### config.mk
export PLATFORM = sky130hd
export DESIGN_NAME = kdtree_load_ctrl
export DESIGN_NICKNAME = d
export VERILOG_FILES = /design/src/rtl/kdtree_load_ctrl.sv
export SDC_FILE = /design/constraint.sdc
export NUM_CORES = 1
export LEC_CHECK = 0
export ABC_CLOCK_PERIOD_IN_PS = 6140
export BUFFER_PORTS_ARGS = -buffer_cell sky130_fd_sc_hd__buf_4
export CAP_MARGIN = 20
export CORE_MARGIN = 2
export CORE_UTILIZATION = 55
export CTS_BUF_LIST = sky130_fd_sc_hd__clkbuf_8
export DETAILED_ROUTE_END_ITERATION = 10
export PLACE_DENSITY = 0.89
export SLEW_MARGIN = 25
export SYNTH_ARGS = -nofsm -noshare
export SYNTH_HDL_FRONTEND = slang
export SYNTH_SLANG_ARGS = --single-unit
### constraint.sdc
create_clock -name clk -period 6.14 [get_ports clk]
set_input_delay 0.921 -clock clk [delete_from_list [all_inputs] [get_ports clk]]
set_output_delay 0.921 -clock clk [all_outputs]
set_load 0.05 [all_outputs]
### src/rtl/kdtree_load_ctrl.sv
// kdtree_load_ctrl: splits the input FIFO word stream into node, leaf
// and query record writes after a load_kdtree pulse.
// Ports:
//   clk, rst_n       clock, async active-low reset
//   load_kdtree      start pulse (honoured only when idle)
//   fifo_rdata/rempty_n/deq  FWFT FIFO read side
//   node_*           internal node write {median, split index}
//   leaf_*           leaf patch write (leaf, slot, patch, image index)
//   query_*          query patch write
//   busy, load_done, kdtree_loaded  status
module kdtree_load_ctrl #(
  parameter int DATA_WIDTH = 11,
  parameter int PATCH_SIZE = 5,
  parameter int LEAF_SIZE  = 8,
  parameter int NUM_LEAVES = 64,
  parameter int NUM_QUERYS = 494,
  parameter int NODE_AW    = $clog2(NUM_LEAVES),
  parameter int QUERY_AW   = $clog2(NUM_QUERYS)
) (
  input  logic                             clk,
  input  logic                             rst_n,
  input  logic                             load_kdtree,
  input  logic [DATA_WIDTH-1:0]            fifo_rdata,
  input  logic                             fifo_rempty_n,
  output logic                             fifo_deq,
  output logic                             node_wen,
  output logic [NODE_AW-1:0]               node_waddr,
  output logic [2*DATA_WIDTH-1:0]          node_wdata,
  output logic                             leaf_wen,
  output logic [NODE_AW-1:0]               leaf_waddr,
  output logic [$clog2(LEAF_SIZE)-1:0]     leaf_wsel,
  output logic [PATCH_SIZE*DATA_WIDTH-1:0] leaf_wdata,
  output logic [DATA_WIDTH-1:0]            leaf_widx,
  output logic                             query_wen,
  output logic [QUERY_AW-1:0]              query_waddr,
  output logic [PATCH_SIZE*DATA_WIDTH-1:0] query_wdata,
  output logic                             busy,
  output logic                             load_done,
  output logic                             kdtree_loaded
);

  localparam int WSW = $clog2(LEAF_SIZE);
  localparam int WCW = $clog2(PATCH_SIZE+1);
  localparam int PW  = PATCH_SIZE*DATA_WIDTH;

  localparam logic [WCW-1:0] WC_NODE_LAST =
    WCW'(1);
  localparam logic [WCW-1:0] WC_LEAF_LAST =
    WCW'(PATCH_SIZE);
  localparam logic [WCW-1:0] WC_QRY_LAST =
    WCW'(PATCH_SIZE-1);
  localparam logic [NODE_AW-1:0] NODE_END =
    NODE_AW'(NUM_LEAVES-2);
  localparam logic [NODE_AW-1:0] LEAF_END =
    NODE_AW'(NUM_LEAVES-1);
  localparam logic [WSW-1:0] SLOT_END =
    WSW'(LEAF_SIZE-1);
  localparam logic [QUERY_AW-1:0] QRY_END =
    QUERY_AW'(NUM_QUERYS-1);

  typedef enum logic [1:0] {
    S_IDLE,
    S_NODES,
    S_LEAVES,
    S_QUERIES
  } state_t;

  state_t state, state_nx;

  logic [WCW-1:0]        word_cnt;
  logic [NODE_AW-1:0]    node_cnt;
  logic [NODE_AW-1:0]    leaf_cnt;
  logic [WSW-1:0]        slot_cnt;
  logic [QUERY_AW-1:0]   query_cnt;
  logic [DATA_WIDTH-1:0] node_idx;
  logic [PW-1:0]         patch_buf;
  logic [PW-1:0]         q_data;
  logic                  rec_last;
  logic                  sec_end;
  logic                  start;

  assign fifo_deq = (state != S_IDLE) & fifo_rempty_n;
  assign start    = (state == S_IDLE) & load_kdtree;

  always_comb begin
    rec_last = 1'b0;
    sec_end  = 1'b0;
    unique case (state)
      S_NODES: begin
        rec_last = (word_cnt == WC_NODE_LAST);
        sec_end  = (node_cnt == NODE_END);
      end
      S_LEAVES: begin
        rec_last = (word_cnt == WC_LEAF_LAST);
        sec_end  = (leaf_cnt == LEAF_END) &&
                   (slot_cnt == SLOT_END);
      end
      S_QUERIES: begin
        rec_last = (word_cnt == WC_QRY_LAST);
        sec_end  = (query_cnt == QRY_END);
      end
      default: ;
    endcase
  end

  // Last query word bypasses the buffer so the write lands one
  // cycle after it is accepted.
  always_comb begin
    q_data = patch_buf;
    q_data[(PATCH_SIZE-1)*DATA_WIDTH +: DATA_WIDTH] =
      fifo_rdata;
  end

  always_comb begin
    state_nx = state;
    unique case (state)
      S_IDLE: begin
        if (load_kdtree) state_nx = S_NODES;
      end
      S_NODES: begin
        if (fifo_deq && rec_last && sec_end)
          state_nx = S_LEAVES;
      end
      S_LEAVES: begin
        if (fifo_deq && rec_last && sec_end)
          state_nx = S_QUERIES;
      end
      S_QUERIES: begin
        if (fifo_deq && rec_last && sec_end)
          state_nx = S_IDLE;
      end
      default: state_nx = S_IDLE;
    endcase
  end

  always_ff @(posedge clk or negedge rst_n) begin
    if (!rst_n) state <= S_IDLE;
    else        state <= state_nx;
  end

  always_ff @(posedge clk or negedge rst_n) begin
    if (!rst_n) begin
      word_cnt      <= '0;
      node_cnt      <= '0;
      leaf_cnt      <= '0;
      slot_cnt      <= '0;
      query_cnt     <= '0;
      node_idx      <= '0;
      patch_buf     <= '0;
      node_wen      <= 1'b0;
      node_waddr    <= '0;
      node_wdata    <= '0;
      leaf_wen      <= 1'b0;
      leaf_waddr    <= '0;
      leaf_wsel     <= '0;
      leaf_wdata    <= '0;
      leaf_widx     <= '0;
      query_wen     <= 1'b0;
      query_waddr   <= '0;
      query_wdata   <= '0;
      busy          <= 1'b0;
      load_done     <= 1'b0;
      kdtree_loaded <= 1'b0;
    end else begin
      node_wen  <= 1'b0;
      leaf_wen  <= 1'b0;
      query_wen <= 1'b0;
      load_done <= 1'b0;
      if (start) begin
        word_cnt      <= '0;
        node_cnt      <= '0;
        leaf_cnt      <= '0;
        slot_cnt      <= '0;
        query_cnt     <= '0;
        busy          <= 1'b1;
        kdtree_loaded <= 1'b0;
      end else if (fifo_deq) begin
        unique case (state)
          S_NODES: begin
            if (rec_last) begin
              node_wen   <= 1'b1;
              node_waddr <= node_cnt;
              node_wdata <= {fifo_rdata, node_idx};
              word_cnt   <= '0;
              if (!sec_end)
                node_cnt <= node_cnt + 1'b1;
            end else begin
              node_idx <= fifo_rdata;
              word_cnt <= word_cnt + 1'b1;
            end
          end
          S_LEAVES: begin
            if (rec_last) begin
              leaf_wen   <= 1'b1;
              leaf_waddr <= leaf_cnt;
              leaf_wsel  <= slot_cnt;
              leaf_wdata <= patch_buf;
              leaf_widx  <= fifo_rdata;
              word_cnt   <= '0;
              if (slot_cnt == SLOT_END) begin
                slot_cnt <= '0;
                if (!sec_end)
                  leaf_cnt <= leaf_cnt + 1'b1;
              end else begin
                slot_cnt <= slot_cnt + 1'b1;
              end
            end else begin
              patch_buf[word_cnt*DATA_WIDTH +: DATA_WIDTH]
                <= fifo_rdata;
              word_cnt <= word_cnt + 1'b1;
            end
          end
          S_QUERIES: begin
            if (rec_last) begin
              query_wen   <= 1'b1;
              query_waddr <= query_cnt;
              query_wdata <= q_data;
              word_cnt    <= '0;
              if (sec_end) begin
                load_done     <= 1'b1;
                kdtree_loaded <= 1'b1;
                busy          <= 1'b0;
              end else begin
                query_cnt <= query_cnt + 1'b1;
              end
            end else begin
              patch_buf[word_cnt*DATA_WIDTH +: DATA_WIDTH]
                <= fifo_rdata;
              word_cnt <= word_cnt + 1'b1;
            end
          end
          default: ;
        endcase
      end
    end
  end

endmodule

==> results of run 1 <==
==> power breakdown <==
part	internal [mW]	total (mW)	switching (mW)
Clock	0.813	1.49	0.674
Sequential	2.12	2.41	0.281
Combinational	0.549	1.71	1.16
==> path summary, 6_finish.rpt <==
kind,startpoint,endpoint
max in group asynchronous,rst_n,leaf_wdata[31]
worst min register to register,node_idx[2],node_wdata[2]
worst min-delay path,rst_n,node_waddr[1]
min in group clk,node_idx[2],node_wdata[2]
worst max-delay path,state[0],fifo_deq
worst max register to register,state[0],query_cnt[6]
==> metal layers <==
metal	up-vias	GRT usage [%]	wire length (µm)
li1	3907	-	-
met1	4196	34.7	11300
met2	356	43.8	13400
met3	53	4.54	1740
met4	0	9.45	637
met5	-	0	0
==> Yosys cell counts (2+ instances only) <==
| cell type | n | area [µm²] |
|---|---|---|
| inv_2 | 3 | 11.3 |
| and2_1 | 5 | 31.3 |
| dfrtp_1 | 268 | 6710 |
| o21ai_0 | 32 | 160 |
| or3_1 | 6 | 37.5 |
| o211ai_1 | 3 | 22.5 |
| o31ai_1 | 3 | 22.5 |
| nand2b_1 | 2 | 12.5 |
| nand2_1 | 562 | 2110 |
| o21ai_1 | 4 | 20.0 |
| buf_4 | 10 | 75.1 |
| clkbuf_1 | 39 | 146 |
| xnor2_1 | 6 | 52.6 |
| mux2i_1 | 7 | 70.1 |
| nor4_1 | 5 | 31.3 |
| a211o_1 | 2 | 17.5 |
| buf_6 | 3 | 33.8 |
| nand3_1 | 16 | 80.1 |
| a21oi_1 | 10 | 50.1 |
| mux2_1 | 13 | 146 |
| buf_1 | 3 | 11.3 |
| nor3_1 | 2 | 10.0 |
| or4_1 | 2 | 15.0 |
| nor2_1 | 17 | 63.8 |
| nand4_1 | 3 | 18.8 |
| buf_2 | 9 | 45.0 |
| mux2_2 | 22 | 248 |
| inv_1 | 12 | 45.0 |
| mux2_4 | 10 | 150 |
| ha_1 | 16 | 200 |
==> state kept, by name (all words and copies together) (netlist names), 9 cells and up <==
name,cells
node_wdata,22
query_wdata,55
patch_buf,55
leaf_widx,11
leaf_wdata,55
query_cnt,9
node_idx,11
query_waddr,9
==> kinds of logic after synthesis <==
| kind of cell | synth area share (%) |
|---|---|
| and+or+nand+nor | 23.2 |
| DFF | 61.7 |
| buffers and inverters | 3.38 |
| AOI/OAI and AO/OA | 3.68 |
| muxes | 5.65 |
| adders and majority gates | 1.84 |
| xor gates and xnor gates | 0.564 |
==> critical path, delay by kind of cell (launching register included) <==
| kind | cells | cell delay [ns] |
|---|---|---|
| flip-flops | 1 | 0.44 |
| AND/OR/NAND/NOR | 1 | 0.26 |
| adder cells (fa/ha/maj) | 1 | 0.32 |
| buffers and inverters | 3 | 0.52 |
==> area by class of cell <==
cell class / count / area, µm²
Sequential cell: 268 / 6710
Fill cell: 1433 / 6200
Multi-Input combinational cell: 771 / 3810
Timing Repair Buffer: 196 / 1510
Clock buffer: 56 / 771
Tap cell: 265 / 332
Clock inverter: 18 / 78.8
Inverter: 15 / 58.8
==> impl_metrics.csv, run 1 <==
group,metric,value,unit
run_status,outcome,"finished, final reports clean",
logic_synthesis,yosys_warnings,0,
global_route,grt_max_degree,142,
sta,setup_viol_count_final,0,
setup_path,crit_required,5.22,ns
global_route,antenna_found_initial,0,
hold_path,holdCritPathClass,"input pin to asynchronous set/reset pin",
route,drt_iter0_markers,569,
setup_path,start_kind,"flop",
floorplan,dieHeight,145,µm
clock_tree,hold_buffers,0,
sta,tightest_slew,0.956,ns
sta,hold_violations,0,
final_layout,mostFrequentLayoutCells,"nand2_1, dfrtp_1, buf_4",
floorplan,dieArea,20900,µm²
route,wire_per_inst,17.1,µm
route,wl,27100,µm
logic_synthesis,yosysUniqueCellTypes,53,
floorplan,start_util,55.9,%
clock_tree,postCtsResizedCells,0,
clock_tree,tritoncts,"built",
final_layout,layout-drive-gt1-share,23.1,%
logic_synthesis,syn-cell-area,10900,µm²
setup_path,critPathMaxFanout,9,
clock_tree,clockBufferDepth,3,
logic_synthesis,synth-edff-count,0,
route,vias,8512,
power,power,5.60,mW
final_layout,layout_commonest_cell,"nand2_1",
sta,drv_slew,0,
logic_synthesis,async_flop_share,100,%
sta,finalClockSkew,0.0196,ns
clock_tree,cts.sinks,268,
setup_path,critPathSlowestCell,"dfrtp_1",
sta,rsz0062_at_grt,"no",
placed_design,post_dp_cell_area,12400,µm²
route,via_per_inst,5.36,
job,drv_cap,0,
route,dr.pass1.iters,5,
final_layout,diodes,0,
clock_tree,cts-root-buf,"clkbuf_8",
placed_design,place_ws,3.09,ns
setup_path,worstPathArrival,2.05,ns
setup_path,cp_cell_sequence,"inv_1 > ha_1 > nand2b_1 > inv_1 > buf_4",
setup_path,worst-r2r-cell-count,8,
logic_synthesis,synth_area_per_cell,9.73,µm²
setup_path,r2r_slack,3.19,ns
route,drc,0,
setup_path,timing_worst_setup_path_type,"flop to output pin",
placed_design,port_buffers,188,
clock_tree,insertion_delay,0.53,ns
setup_path,cp_slowest_stage_delay,0.44,ns
placed_design,gp_congestion,0.858,
route,antenna_left,0,
setup_path,crit_top_cell,"inv_1",
global_route,overflow,0,
clock_tree,cts-buffers-inserted,42,
setup_path,cp-end-kind,"output pin",
final_layout,fin_cells,1589,
floorplan,ioPinCount,189,
sta,min_period,2.97,ns
logic_synthesis,synth_fp_nets,1149,
clock_tree,clk_pin_slew,0.06,ns
clock_tree,ctsHtreeMaxLevel,2,
sta,fmax,336,MHz
sta,timing.hold.ws,0.248,ns
floorplan,die_width,145,µm
logic_synthesis,ys.flop_type,"dfrtp_1",
logic_synthesis,syn_inst,1118,
floorplan,core_region_area,19500,µm²
sta,slew_headroom,36.3,%
final_layout,syn2layout_area_growth,22.0,%
global_route,grt.total_usage,26.2,%
sta,timing.final.crit_share,48.5,%
sta,finalWorstSetupSlack,3.17,ns
power,power_density,422,nW/µm²
global_route,grt_pass1_vias,8302,
power,ir_drop,0.237,mV
sta,fin_setup_tns,0,ns
final_layout,fin_area,13300,µm²
final_layout,final_util,68.2,%
placed_design,placedCellCount,1514,
power,leakage,7.32,nW
logic_synthesis,synth_sequential_area_ratio,61.7,%
final_layout,final_nets,1325,
placed_design,dpl.hpwl,17500,µm
global_route,grt_pass1_wl,42600,µm
clock_tree,cts_setup_buffers,0,
logic_synthesis,ys_ff_latch,268,
floorplan,rows,51,
Note: power is estimated with default switching activity, not from simulation.
==> inputs of run 2 (changes only) <==
--- a/config.mk
+++ b/config.mk
@@ -5,7 +5,8 @@
 export SDC_FILE = /design/constraint.sdc
 export NUM_CORES = 1
 export LEC_CHECK = 0
-export ABC_CLOCK_PERIOD_IN_PS = 6140
+export ABC_AREA = 1
+export ABC_CLOCK_PERIOD_IN_PS = 2850
 export BUFFER_PORTS_ARGS = -buffer_cell sky130_fd_sc_hd__buf_4
 export CAP_MARGIN = 20
 export CORE_MARGIN = 2
==> constraint.sdc (replaced) <==
create_clock -name clk -period 2.85 [get_ports clk]
set_input_delay 0.4275 -clock clk [delete_from_list [all_inputs] [get_ports clk]]
set_output_delay 0.4275 -clock clk [all_outputs]
set_load 0.05 [all_outputs]
==> run 2 against run 1 <==
  * Total power rose by 130%
  * Global-route usage rose by 0.49 points
  * Non-clock buffer count rose by 6
  * First-iteration DRC count rose by 32%
  * Combinational power rose to 2.6 times the previous value
  * Critical path type is now flop to flop
==> impl_metrics.csv, run 2 <==
group,metric,value,unit
run_status,outcome,"finished, final reports clean",
logic_synthesis,ys.flop_type,"dfrtp_1",
clock_tree,cts.sinks,268,
sta,rsz0062_at_grt,"no",
setup_path,start_kind,"flop",
logic_synthesis,yosys_warnings,0,
sta,hold_violations,0,
setup_path,crit_required,3.24,ns
clock_tree,clockBufferDepth,3,
logic_synthesis,syn-cell-area,10900,µm²
logic_synthesis,synth_sequential_area_ratio,61.7,%
global_route,grt_pass1_vias,8363,
clock_tree,ctsHtreeMaxLevel,2,
global_route,antenna_found_initial,0,
final_layout,syn2layout_area_growth,22.8,%
sta,timing.final.crit_share,88.4,%
route,wire_per_inst,16.6,µm
power,ir_drop,0.583,mV
logic_synthesis,ys_ff_latch,268,
sta,tightest_slew,0.672,ns
setup_path,critPathMaxFanout,22,
setup_path,worstPathArrival,2.91,ns
clock_tree,clk_pin_slew,0.06,ns
logic_synthesis,yosysTopAreaCell,"dfrtp_1",
sta,finalClockSkew,0.0200,ns
route,wl,27800,µm
clock_tree,cts-buffers-inserted,43,
logic_synthesis,syn_inst,1195,
floorplan,dieHeight,145,µm
final_layout,fin_cells,1676,
final_layout,mostFrequentLayoutCells,"nand2_1, dfrtp_1, buf_4",
hold_path,hp-start,"fifo_rdata[5]",
job,drv_cap,0,
logic_synthesis,yosysUniqueCellTypes,27,
clock_tree,tritoncts,"built",
sta,setup_viol_count_final,0,
sta,fmax,397,MHz
hold_path,holdCritPathClass,"input pin to flop",
route,vias,8838,
floorplan,start_util,56.0,%
logic_synthesis,yosysMostFrequentCell,"nand2_1",
clock_tree,insertion_delay,0.55,ns
route,antenna_left,0,
final_layout,diodes,0,
global_route,overflow,0,
final_layout,reg.largest.list,"leaf_wdata: 55 flops, patch_buf: 55 flops, query_wdata: 55 flops",
floorplan,dieArea,20900,µm²
logic_synthesis,async_flop_share,100,%
setup_path,rr_startpoint,"word_cnt[1]",
setup_path,timing_worst_setup_path_type,"flop to flop",
final_layout,layout_commonest_cell,"nand2_1",
power,leakage,7.22,nW
route,drc,0,
logic_synthesis,synth_area_per_cell,9.09,µm²
power,power_density,984,nW/µm²
placed_design,dpl.hpwl,18500,µm
sta,min_period,2.52,ns
setup_path,worst-r2r-cell-count,7,
placed_design,gp_congestion,0.903,
sta,slew_headroom,55.2,%
logic_synthesis,ys_top_cells_by_count,"nand2_1, dfrtp_1, o21ai_0",
floorplan,core_region_area,19400,µm²
setup_path,r2r_slack,0.33,ns
placed_design,placedCellCount,1601,
final_layout,layout-drive-gt1-share,20.1,%
route,drt_iter0_markers,751,
sta,drv_slew,0,
final_layout,final_nets,1413,
logic_synthesis,synthTopCellsByArea,"dfrtp_1, nand2_1, o21ai_0",
global_route,grt_max_degree,103,
floorplan,ioPinCount,189,
floorplan,die_width,145,µm
logic_synthesis,synth-edff-count,0,
hold_path,hold_depth,3,
setup_path,cp-startpoint,"word_cnt[1]",
logic_synthesis,synth_fp_nets,1226,
global_route,grt_pass1_wl,43100,µm
global_route,grt.total_usage,26.7,%
route,via_per_inst,5.27,
sta,fin_setup_tns,0,ns
setup_path,cp-end-kind,"flop",
floorplan,rows,51,
route,dr.pass1.iters,7,
logic_synthesis,yosysTopAreaCellShare,61.7,%
clock_tree,cts-root-buf,"clkbuf_8",
placed_design,port_buffers,188,
[run 2: cell types whose count changed in the layout (fill, tap and decap cells not counted), sizes merged, moves of 7 or more]
cell,delta
nand4,+12
a21oi,-10
xor2,+8
nand2,-61
inv,+59
nand3,+34
nor2,+13
mux2i,-7
or3,-7
mux2,-45
o21ai,+123
[run 2: kinds of logic after synthesis]
logic type / after synthesis / share of synthesized area [%]
flops: 268 / 61.7
buf+inv: 134 / 5.66
simple gates: 605 / 22.2
compound gates: 163 / 7.88
fa+ha+maj: 16 / 1.84
xor+xnor: 9 / 0.725
[run 2: cell type report]
class,count,area [µm²]
multi-input combinational,793,3550
tap,265,332
fill,1513,6060
sequential,268,6710
inverter,74,278
clock buffer,58,798
clock inverter,16,124
timing repair buffer,202,1550
[run 2: through the flow]
stage                     hold slack (ns)  worst slack, ns  instance area, µm²  utilization, %  power (mW)
after global placement              0.354            0.613               12400            64.0        9.55
after global routing                0.192           0.0854               13300            68.8        13.8
after detailed placement            0.357            0.502               12400            64.0        9.70
after CTS                           0.173            0.338               13300            68.8        13.2
final                               0.191            0.332               13300            68.8        13.1
after floorplan                     0.132            0.770               10900               -        8.25
[run 2: final timing paths]
kind / to
min in group asynchronous: leaf_wen
setup / recovery: patch_buf[28]
max in group asynchronous: leaf_wdata[7]
hold reg to reg: node_wdata[10]
setup reg to reg: patch_buf[28]
hold / removal: patch_buf[16]
[run 2: layer usage]
metal | vias up | global-route usage [%] | part of all wire, % | routed length (µm)
li1 | 4143 | - | - | -
met1 | 4257 | 36.5 | 42 | 11600
met2 | 384 | 42.2 | 47 | 13100
met3 | 54 | 6.09 | 8.6 | 2400
met4 | 0 | 9.56 | 2.5 | 683
met5 | - | 0 | 0 | 0
[run 2: worst max-delay path, stage by stage, from the launching register on]
cell and delay [ns]:
dfrtp_1 0.40, inv_1 0.11, ha_1 0.55, inv_1 0.29, nor3_1 0.31, nand2_1 0.40
nand2_1 0.19, o21ai_0 0.12
[run 2: repair_timing]
action,CTS,global route
endpoints found under the hold margin,45,0
resized for setup,0,0
hold buffers,1,0
setup buffers,0,0
[run 2: where the power goes]
part | internal (mW) | switching, mW
clock network | 1.99 | 1.48
logic | 1.21 | 3.19
registers | 4.66 | 0.598
